--- src/rtl/mac_engine.sv ---
// rtl/mac_engine.sv - pipelined signed multiply-accumulate engine with tagged, shifted, saturating result
module mac_engine #(
    parameter int DATA_W = 8,
    parameter int ACC_W  = 20,
    parameter int OUT_W  = 16,
    parameter int SHIFT  = 4,
    parameter int LEN    = 8,
    parameter int ADDR_W = 3,
    parameter int SAT    = 1
) (
    input  logic              clk_i,
    input  logic              rst_i,
    input  logic              start_i,
    input  logic [ADDR_W-1:0] addr_i,
    input  logic [DATA_W-1:0] a_i,
    input  logic [DATA_W-1:0] b_i,
    input  logic              in_valid_i,
    output logic              in_ready_o,
    output logic [OUT_W-1:0]  out_o,
    output logic [ADDR_W-1:0] out_addr_o,
    output logic              out_valid_o,
    output logic              busy_o,
    output logic              ovf_o
);
    localparam int CNT_W = $clog2(LEN + 1);
    localparam int PROD_W = 2 * DATA_W;
    // Comparison width wide enough to hold both the shifted accumulator and the output range bounds.
    localparam int WW = ((ACC_W > OUT_W) ? ACC_W : OUT_W) + 1;
    localparam logic signed [WW-1:0] MAX_V = (WW'(1) << (OUT_W - 1)) - WW'(1);
    localparam logic signed [WW-1:0] MIN_V = -(WW'(1) << (OUT_W - 1));

    typedef enum logic [1:0] {S_IDLE, S_RUN, S_DRAIN, S_DONE} state_t;

    state_t                    state_q, state_d;
    logic [CNT_W-1:0]          cnt_q;
    logic [ADDR_W-1:0]         tag_q;
    logic signed [PROD_W-1:0]  prod_q;
    logic                      prod_vld_q;
    logic                      acc_vld_q;
    logic signed [ACC_W-1:0]   acc_q;
    logic                      sticky_q;
    logic [OUT_W-1:0]          out_q;
    logic [ADDR_W-1:0]         out_addr_q;
    logic                      out_valid_q;
    logic                      ovf_q;

    logic                      accept;
    logic                      last;
    logic                      drained;
    logic signed [PROD_W-1:0]  a_ext, b_ext;
    logic signed [ACC_W-1:0]   prod_ext, sum, shifted;
    logic                      add_ovf;
    logic signed [WW-1:0]      r_w;
    logic                      clamp_hi, clamp_lo;
    logic [OUT_W-1:0]          res;

    assign accept   = (state_q == S_RUN) && in_valid_i;
    assign last     = accept && (cnt_q == CNT_W'(LEN - 1));
    assign drained  = !prod_vld_q && !acc_vld_q;
    assign a_ext    = PROD_W'($signed(a_i));
    assign b_ext    = PROD_W'($signed(b_i));
    assign prod_ext = ACC_W'(prod_q);
    assign sum      = acc_q + prod_ext;
    // Signed overflow: both addends share a sign that the sum does not.
    assign add_ovf  = (acc_q[ACC_W-1] == prod_ext[ACC_W-1]) && (sum[ACC_W-1] != acc_q[ACC_W-1]);
    assign shifted  = acc_q >>> SHIFT;
    assign r_w      = WW'(shifted);
    assign clamp_hi = (SAT != 0) && (r_w > MAX_V);
    assign clamp_lo = (SAT != 0) && (r_w < MIN_V);
    assign res      = clamp_hi ? MAX_V[OUT_W-1:0] : (clamp_lo ? MIN_V[OUT_W-1:0] : r_w[OUT_W-1:0]);

    assign out_o       = out_q;
    assign out_addr_o  = out_addr_q;
    assign out_valid_o = out_valid_q;
    assign ovf_o       = ovf_q;

    // Next-state and handshake decode.
    always_comb begin
        state_d    = state_q;
        in_ready_o = 1'b0;
        busy_o     = (state_q != S_IDLE);
        case (state_q)
            S_IDLE:  if (start_i) state_d = S_RUN;
            S_RUN: begin
                in_ready_o = 1'b1;
                if (last) state_d = S_DRAIN;
            end
            S_DRAIN: if (drained) state_d = S_DONE;
            S_DONE:  state_d = S_IDLE;
            default: state_d = S_IDLE;
        endcase
    end

    // State, multiply stage, accumulate stage and result registers.
    always_ff @(posedge clk_i) begin
        if (rst_i) begin
            state_q     <= S_IDLE;
            cnt_q       <= '0;
            tag_q       <= '0;
            prod_q      <= '0;
            prod_vld_q  <= 1'b0;
            acc_vld_q   <= 1'b0;
            acc_q       <= '0;
            sticky_q    <= 1'b0;
            out_q       <= '0;
            out_addr_q  <= '0;
            out_valid_q <= 1'b0;
            ovf_q       <= 1'b0;
        end else begin
            state_q     <= state_d;
            out_valid_q <= 1'b0;
            prod_vld_q  <= accept;
            acc_vld_q   <= prod_vld_q;
            if (state_q == S_IDLE && start_i) begin
                tag_q    <= addr_i;
                acc_q    <= '0;
                cnt_q    <= '0;
                sticky_q <= 1'b0;
            end
            if (accept) begin
                prod_q <= a_ext * b_ext;
                cnt_q  <= cnt_q + CNT_W'(1);
            end
            if (prod_vld_q) begin
                acc_q <= sum;
                if (add_ovf) sticky_q <= 1'b1;
            end
            if (state_q == S_DRAIN && drained) begin
                out_q       <= res;
                out_addr_q  <= tag_q;
                ovf_q       <= sticky_q | clamp_hi | clamp_lo;
                out_valid_q <= 1'b1;
            end
        end
    end
endmodule

--- config.mk ---
export PLATFORM = sky130hd
export DESIGN_NAME = mac_engine
export DESIGN_NICKNAME = d
export VERILOG_FILES = /design/src/rtl/mac_engine.sv
export SDC_FILE = /design/constraint.sdc
export NUM_CORES = 1
export LEC_CHECK = 0
export ABC_AREA = 1
export BUFFER_PORTS_ARGS = -buffer_cell sky130_fd_sc_hd__buf_4
export CAP_MARGIN = 40
export CORE_ASPECT_RATIO = 2
export CORE_MARGIN = 2
export CORE_UTILIZATION = 40
export CTS_BUF_LIST = sky130_fd_sc_hd__clkbuf_2 sky130_fd_sc_hd__clkbuf_4 sky130_fd_sc_hd__clkbuf_8
export DETAILED_ROUTE_END_ITERATION = 8
export PLACE_DENSITY_LB_ADDON = 0.3
export SLEW_MARGIN = 20
export SYNTH_ARGS = -nofsm -noshare
export SYNTH_HDL_FRONTEND = slang
export SYNTH_SLANG_ARGS = --single-unit
--- constraint.sdc ---
create_clock -name clk_i -period 4.9 [get_ports clk_i]
set_clock_uncertainty 0.15 [all_clocks]
set_input_delay 0.98 -clock clk_i [delete_from_list [all_inputs] [get_ports clk_i]]
set_output_delay 0.98 -clock clk_i [all_outputs]
set_load 0.01 [all_outputs]
# [Word-level counts from Yosys, hierarchy flattened]
# Cells that the tools add are included.
[totals] reg_bits=69 wordCells=56
[classes] add_sub_neg=2 n_reduce_logical=13 n_eq_ne=9 mux=15 magnitude_cmp=2 n_bitwise=2 n_mul=1
[ops] op="2-to-1 mux 20 bit" n=2
[ops] op="2-to-1 mux 16 bit" n=2
[ops] op="adder 20 x 16 -> 20 bit" n=1
[ops] op="> comparator 16 bit, second input constant" n=1
[ops] op="less-than comparator 16 bit, second input constant" n=1
[ops] op="multiplier 8 x 8 -> 16 bit" n=1
[ops] op="2-to-1 mux 4 bit" n=2
[ops] op="one-hot mux 2 bit (4 select lines)" n=1
[ops] op="logical AND 1 bit" n=6
[ops] op="2-to-1 mux 2 bit" n=3
[ops] op="inequality test 2 bit, second input constant" n=3
[ops] op="nonzero test 2 bit" n=3
[ops] op="2-to-1 mux 1 bit" n=5
[ops] op="adder 4 x 1 -> 4 bit, second input constant" n=1
[ops] op="== test 2 bit, second input constant" n=2
[ops] op="== test 4 x 3 -> 1 bit, second input constant" n=1
[ops] op="AND reduction 3 bit" n=1
[ops] op="== test 2 x 1 -> 1 bit, second input constant" n=1
[ops] op="logical NOT 1 bit" n=2
[ops] op="logical NOT 2 bit" n=1
[ops] op="bitwise OR 1 bit" n=2
[ops] op="== test 1 bit" n=1
[ops] op="inequality test 1 bit" n=1

# [Longest topological paths before layout]
# Gate-level depths: netlist of the first run.
[depth] depth_word=5 ltp_mapped=24 mapped_depth_nobuf=23

# [Worst setup path after synthesis of the first run]
# No wires, ideal clock.
[synth_timing] kind="input-to-reg" startpoint="in a_i[0]" endpoint="reg prod_q[10]" arrival_time_ns=4.735 n_path_buf=1 stages=19 setup_slack_ns=-0.094 required_time_ns=4.641 cell_sequence="clkbuf_1 or2_2 fa_1 fa_1 inv_1 fa_1 inv_1 fa_1 inv_1 ha_1 a21oi_1 nand2_1 nand2_1 nand2_1 nand2_1 a21oi_1 nand3b_1 nand2_1 inv_1"
[synth_between] elab_chain_cells=1
[synth_lines] item="start, declared" line="15" rtl="input logic [DATA_W-1:0] a_i,"
[synth_lines] item="multiplier 8 x 8 -> 16 bit" line="121" rtl="prod_q <= a_ext * b_ext;"
[synth_lines] item="end signal, assigned" line="121"
[synth_lines] item="end, declared" line="37" rtl="logic signed [PROD_W-1:0] prod_q;"
# Every way passes these cells.
# A chain may end at the register's enable or synchronous reset.

# [Final worst setup path of the first run]
[layout_timing] startpoint="in b_i[7]" endpoint="reg prod_q[10]"
[layout_between] elab_chain_cells=1
[layout_lines] item="start, declared" line="16" rtl="input logic [DATA_W-1:0] b_i,"
[layout_lines] item="multiplier 8 x 8 -> 16 bit" line="121"
# Every way passes these cells.

==> results.sh, run 1 <==
export IMPL_setup_violations=0
export IMPL_synthesis_area_um2=6460
export IMPL_cap_violations=0
export IMPL_layout_min_cycle_time_ns=4.73
export IMPL_ctsLongestPathBuffers=2
export IMPL_synth_top_cell_area_share_pct=21.4
export IMPL_hpwlAfterDp_mm=14.1
export IMPL_gp_congestion=0.935
export IMPL_comb_power_share_pct=62.4
export IMPL_yosys_area_top_type="dfxtp_1"
export IMPL_avgSynthCellArea_um2=6.80
export IMPL_slowest_delay_ns=0.54
export IMPL_grt_pass1_vias=6156
export IMPL_numCtsBuffers=9
export IMPL_cts_setup_buffers=0
export IMPL_drc=0
export IMPL_syn_to_final_growth_pct=15.8
export IMPL_drtIter0Drc=154
export IMPL_status="finished, final reports clean"
export IMPL_ir_drop_v=0.000240
export IMPL_finalHoldViolations=0
export IMPL_async_reset_ff_share_pct=0
export IMPL_fin_area_um2=7480
export IMPL_drive_above_1_share_pct=11.4
export IMPL_portBuffers=45
export IMPL_routed_via_density=4.84
export IMPL_grt_pass1_wl_mm=28.0
export IMPL_arrival_ns=4.85
export IMPL_grt_max_degree=32
export IMPL_h_tree_depth=3
export IMPL_start_util_pct=40.9
export IMPL_slew_headroom_pct=49.3
export IMPL_routed_wl_mm=16.8
export IMPL_final_cell_mix="nand2_1, inv_1, nor2_1, buf_4, dfxtp_1"
export IMPL_maxSlewViolCount=0
export IMPL_syn_nets=1081
export IMPL_dieArea_um2=17200
export IMPL_cp_required_ns=5.01
export IMPL_cp_start_kind="input port"
export IMPL_yosys_top_cells_area="dfxtp_1, fa_1, nand2_1, inv_1, ha_1"
export IMPL_ant_nets=0
export IMPL_antenna_found_initial=0
export IMPL_n_antenna_cell=0
export IMPL_core_area_um2=15800
export IMPL_p_int_mw=1.84
export IMPL_rsz0062_at_grt="true"
export IMPL_cts_root_buf="clkbuf_8"
export IMPL_switching_share_pct=44.2
export IMPL_die_h_um=184
export IMPL_crit_chain="buf_4 -> clkinvlp_4 -> or2_2 -> fa_1 -> fa_1 -> inv_1 -> fa_1 -> inv_1 -> fa_1 -> inv_1 -> ha_4 -> a21oi_2 -> nand2_2 -> nand2_1 -> nand2_1 -> nand2_1 -> a21oi_1 -> nand3b_1 -> nand2_1 -> inv_1"
export IMPL_crit_fanout=7
export IMPL_fin_nets=1141
export IMPL_fillers=1669
export IMPL_power_switching_mw=1.46
export IMPL_power_share_sequential_pct=22.6
export IMPL_vias=5880
export IMPL_yosys_warnings=0
export IMPL_overflow=0
export IMPL_die_w_um=93.8
export IMPL_cts_tree="yes"
export IMPL_utilization_pct=47.4
export IMPL_fmax_mhz=211
export IMPL_critPathSlowestCell="fa_1"
export IMPL_postSynthCellCount=949
export IMPL_ys_seq_area_share_pct=21.4
export IMPL_pwr_share_clk_pct=15.0
export IMPL_tightestPinTransition_ns=0.760
export IMPL_grt_busiest_layer="met2"
export IMPL_layout_commonest_cell="nand2_1"
export IMPL_grtUsageTotal_pct=21.0
export IMPL_clk_pin_slew_ns=0.08
export IMPL_num_io_pins=46
export IMPL_ys_flop_type="dfxtp_1"
export IMPL_met3_usage_pct=1.76
export IMPL_dpl_cell_area_um2=7230
export IMPL_fin_crit_sh_pct=96.6
export IMPL_synth_cell_types=31
export IMPL_drtPass1Iterations=6
export IMPL_met2_usage_pct=44.1
export IMPL_endpoint_kind="register"
export IMPL_clock_sink_count=69
export IMPL_worstSetupPathType="input port to register"
export IMPL_clock_latency_ns=0.36
export IMPL_synth_edf_count=0
export IMPL_fp_row_count=65
export IMPL_routedWlPerCell_um=13.9
export IMPL_power_density_nw_per_um2=442
export IMPL_hp_class="register to register"
export IMPL_ys_ff_latch=69
export IMPL_met1_usage_pct=17.2
export IMPL_leakagePower_nw=4.14
-- repair_timing --
action                                 4_1_cts  5_1_grt
endpoints found under the hold margin        0        0
resized for setup                            0       10
setup endpoints to repair                    0        5
hold buffers                                 0        0
-- power groups by stage --
stage	logic, mW	registers (mW)	clock network, mW
2_1_floorplan	1.28	0.768	0
6_report	2.06	0.746	0.495
5_1_grt	2.38	0.759	0.521
4_1_cts	2.02	0.748	0.504
3_3_place_gp	1.96	0.764	0
3_5_place_dp	2.01	0.761	0
-- synthesized netlist by cell type (6+ instances only) --
cell and number:
clkbuf_1 24, o21ai_0 51, inv_1 203, buf_2 6, a21boi_0 7, a21oi_1 42, ha_1 53, nor2_1 114
nand2_1 232, nand3_1 40, nand3b_1 9, dfxtp_1 69, fa_1 56, xor2_1 8, nand4_1 7
-- layout make-up --
type	instances	area, um^2	share of cell area, %
Clock buffer	10	138	1.84
Sequential cell	69	1380	18.5
Tap cell	201	251	3.36
Clock inverter	6	70.1	0.937
Inverter	203	766	10.2
Timing Repair Buffer	82	638	8.54
Multi-Input combinational cell	644	4230	56.6
-- routing by layer --
layer / wire, um / vias up
li1: - / 2993
met1: 5400 / 2732
met2: 10100 / 96
met3: 237 / 59
met4: 1140 / 0
met5: 0 / -
-- kinds of logic (layout without fill, tap and decap cells) --
group                      count (synthesis)  in the layout  share of synthesized area (%)
buffers and inverters                    236            301                           14.0
and+or+nand+nor                          410            410                           25.7
AOI/OAI and AO/OA                        114            114                           9.86
DFF                                       69             69                           21.4
xor gates and xnor gates                  11             11                           1.49
adders and majority gates                109            109                           27.6
-- final timing paths --
kind | startpoint | endpoint | slack, ns | cells after the start
setup / recovery | b_i[7] | prod_q[10] | 0.17 | 20
hold / removal | sticky_q | sticky_q | 0.32 | 2
setup reg to reg | state_q[1] | prod_q[12] | 2.65 | 7
hold reg to reg | sticky_q | sticky_q | 0.32 | 2
-- state kept, by name, indices dropped and copies added, names as in the netlist, 2 cells and up --
name	count
acc_q	20
out_o	16
prod_q	16
cnt_q	4
out_addr_o	3
tag_q	3
state_q	2
-- through the flow --
step                      worst slack [ns]  total power, mW  instances  TNS, ns  hold WS [ns]
after floorplan                     0.0149             2.04        949        0         0.286
after global placement              -0.234             2.73       1196   -0.937         0.305
after detailed placement            -0.298             2.78       1199    -1.49         0.307
after CTS                           0.0797             3.27       1215        0         0.320
after global routing               -0.0246             3.66       1215  -0.0345         0.341
final                                0.167             3.30       1215        0         0.319
-- critical path: cells and delay by family --
family | cells | cell delay [ns]
adder cells (fa/ha/maj) | 5 | 2.35
AND/OR/NAND/NOR | 7 | 0.83
buffers and inverters | 6 | 0.42
AO/OA/AOI/OAI | 2 | 0.24
Power figures use the tool's default switching activity.
==> run 2: changes to the inputs <==
--- a/config.mk
+++ b/config.mk
@@ -7,12 +7,13 @@
 export LEC_CHECK = 0
 export ABC_AREA = 1
 export BUFFER_PORTS_ARGS = -buffer_cell sky130_fd_sc_hd__buf_4
-export CAP_MARGIN = 40
+export CAP_MARGIN = 10
 export CORE_ASPECT_RATIO = 2
 export CORE_MARGIN = 2
 export CORE_UTILIZATION = 40
 export CTS_BUF_LIST = sky130_fd_sc_hd__clkbuf_2 sky130_fd_sc_hd__clkbuf_4 sky130_fd_sc_hd__clkbuf_8
 export DETAILED_ROUTE_END_ITERATION = 8
+export GPL_TIMING_DRIVEN = 0
 export PLACE_DENSITY_LB_ADDON = 0.3
 export SLEW_MARGIN = 20
 export SYNTH_ARGS = -nofsm -noshare
==> run 2 against run 1 <==
Wire length is 1.4% lower. Largest cell class unchanged. Global-route usage fell by 0.094 points. Cell area shrank 3.1%. Combinational power is 9% lower. Fmax rose by 0.65%. Critical endpoint unchanged. Utilization fell by 1.5 points. Sequential power about the same. Sequential share of layout area is 0.59 points higher.
==> results.sh, run 2 (same netlist as run 1, synthesis figures left out) <==
export IMPL_routed_wl_mm=16.6
export IMPL_power_mw=3.04
export IMPL_routed_top_layer="met4"
export IMPL_min_delay_path_depth=2
export IMPL_leakagePower_nw=3.99
export IMPL_hpwlAfterDp_mm=14.2
export IMPL_worst_slack_ns=0.197
export IMPL_fin_crit_sh_pct=96.0
export IMPL_status="finished, final reports clean"
export IMPL_largest_reg_flops=20
export IMPL_utilization_pct=45.9
export IMPL_min_from="sticky_q"
export IMPL_grt_max_degree=13
export IMPL_start_util_pct=40.9
export IMPL_setup_violations=0
export IMPL_routedWlPerCell_um=13.9
export IMPL_wl_met3_um=227
export IMPL_critPathSlowestCell="fa_1"
export IMPL_slowest_delay_ns=0.54
export IMPL_dpl_cell_area_um2=6950
export IMPL_grt_pass1_wl_mm=27.9
export IMPL_cts_tree="yes"
export IMPL_worstSetupPathType="input port to register"
export IMPL_fin_area_um2=7250
export IMPL_layout_commonest_cell="nand2_1"
export IMPL_antenna_found_initial=0
export IMPL_final_cell_mix="nand2_1, inv_1, nor2_1, dfxtp_1, fa_1"
export IMPL_drtIter0Drc=212
export IMPL_worstRegToRegCells=11
export IMPL_cap_violations=0
export IMPL_startpoint="b_i[7]"
export IMPL_r2r_setup_slack_ns=2.64
export IMPL_crit_chain="buf_4 -> clkinvlp_4 -> or2_2 -> fa_1 -> fa_1 -> inv_1 -> fa_1 -> inv_1 -> fa_1 -> inv_1 -> ha_4 -> a21oi_4 -> nand2_2 -> nand2_1 -> nand2_1 -> nand2_1 -> a21oi_1 -> nand3b_1 -> nand2_1 -> inv_1"
export IMPL_ir_drop_v=0.000213
export IMPL_maxSlewViolCount=0
export IMPL_cp_required_ns=5.01
export IMPL_portBuffers=30
export IMPL_fin_setup_tns_ns=0
export IMPL_layout_min_cycle_time_ns=4.70
export IMPL_dieArea_um2=17200
export IMPL_grt_pass1_vias=6058
export IMPL_routed_via_density=4.81
export IMPL_whs_ns=0.323
export IMPL_cp_start_kind="input port"
export IMPL_die_w_um=93.8
export IMPL_fp_row_count=65
export IMPL_h_tree_depth=3
export IMPL_drive_above_1_share_pct=9.83
export IMPL_vias=5767
export IMPL_gp_congestion=0.937
export IMPL_route_met2_wl_mm=9.98
export IMPL_dpl_cell_count=1180
export IMPL_cts_root_buf="clkbuf_8"
export IMPL_numCtsBuffers=9
export IMPL_worstSetupEndpoint="prod_q[10]"
export IMPL_crit_fanout=5
export IMPL_fin_nets=1125
export IMPL_regToRegEndpoint="acc_q[14]"
export IMPL_slew_headroom_pct=60.0
export IMPL_die_h_um=184
export IMPL_core_area_um2=15800
export IMPL_syn_to_final_growth_pct=12.2
export IMPL_final_instance_count_excl_fill=1198
export IMPL_timing_rr_start="prod_q[0]"
export IMPL_endpoint_kind="register"
export IMPL_finalHoldViolations=0
export IMPL_drtPass1Iterations=6
export IMPL_num_io_pins=46
export IMPL_n_antenna_cell=0
export IMPL_overflow=0
export IMPL_ant_nets=0
export IMPL_clock_latency_ns=0.36
export IMPL_tightestPinTransition_ns=0.601
export IMPL_power_density_nw_per_um2=419
export IMPL_largest_register="acc_q"
export IMPL_fmax_mhz=213
export IMPL_clk_pin_slew_ns=0.08
export IMPL_hp_class="register to register"
export IMPL_wl_met1_mm=5.38
export IMPL_drc=0
export IMPL_ctsLongestPathBuffers=2
export IMPL_preCtsSetupSlack_ns=-0.586
export IMPL_arrival_ns=4.81
export IMPL_clock_sink_count=69
export IMPL_grtUsageTotal_pct=20.9
==> run 2: cell types whose count changed in the layout (fill, tap and decap cells not counted), sizes merged <==
cell | before | now
bufinv | 1 | 0
inv | 204 | 203
clkbuf | 10 | 31
buf | 82 | 45
clkinv | 0 | 1
==> run 2: final cells by class <==
class                           count  area [um^2]
Fill cell                        1704         8530
Multi-Input combinational cell    644         4270
Sequential cell                    69         1380
Inverter                          203          766
Tap cell                          201          251
Timing Repair Buffer               33          248
Buffer                             33          156
Clock buffer                       10          138
Clock inverter                      5         36.3
==> run 2: report_power, final <==
group | switching (mW) | total [mW] | internal (mW)
Clock | 0.223 | 0.418 | 0.195
Combinational | 1.14 | 1.87 | 0.734
Sequential | 0.0726 | 0.746 | 0.673
Total | 1.43 | 3.04 | 1.60
==> run 2: what timing repair did <==
| action | 4_1_cts | 5_1_grt |
|---|---|---|
| pin swaps | 0 | 4 |
| setup buffers | 0 | 3 |
| resized for setup | 5 | 51 |
| endpoints found under the setup margin | 4 | 7 |
| hold buffers | 0 | 0 |
==> run 2: how the worst min path moves through the flow <==
| stage | end | slack [ns] |
|---|---|---|
| 2_1_floorplan | cnt_q[3] | 0.29 |
| 3_3_place_gp | cnt_q[3] | 0.30 |
| 3_5_place_dp | sticky_q | 0.31 |
| 4_1_cts | sticky_q | 0.32 |
| 5_1_grt | sticky_q | 0.34 |
| 6_report | sticky_q | 0.32 |
==> run 2: routing by layer <==
layer,track usage (%),vias up
li1,-,2975
met4,13.5,0
met3,1.80,45
met2,43.4,81
met1,17.5,2666
met5,0,-
==> run 2: critical path, delay by kind of cell <==
family / cells / cell delay (ns)
fa+ha+maj: 5 / 2.32
compound gates: 2 / 0.23
simple gates: 7 / 0.81
buf+inv: 6 / 0.43
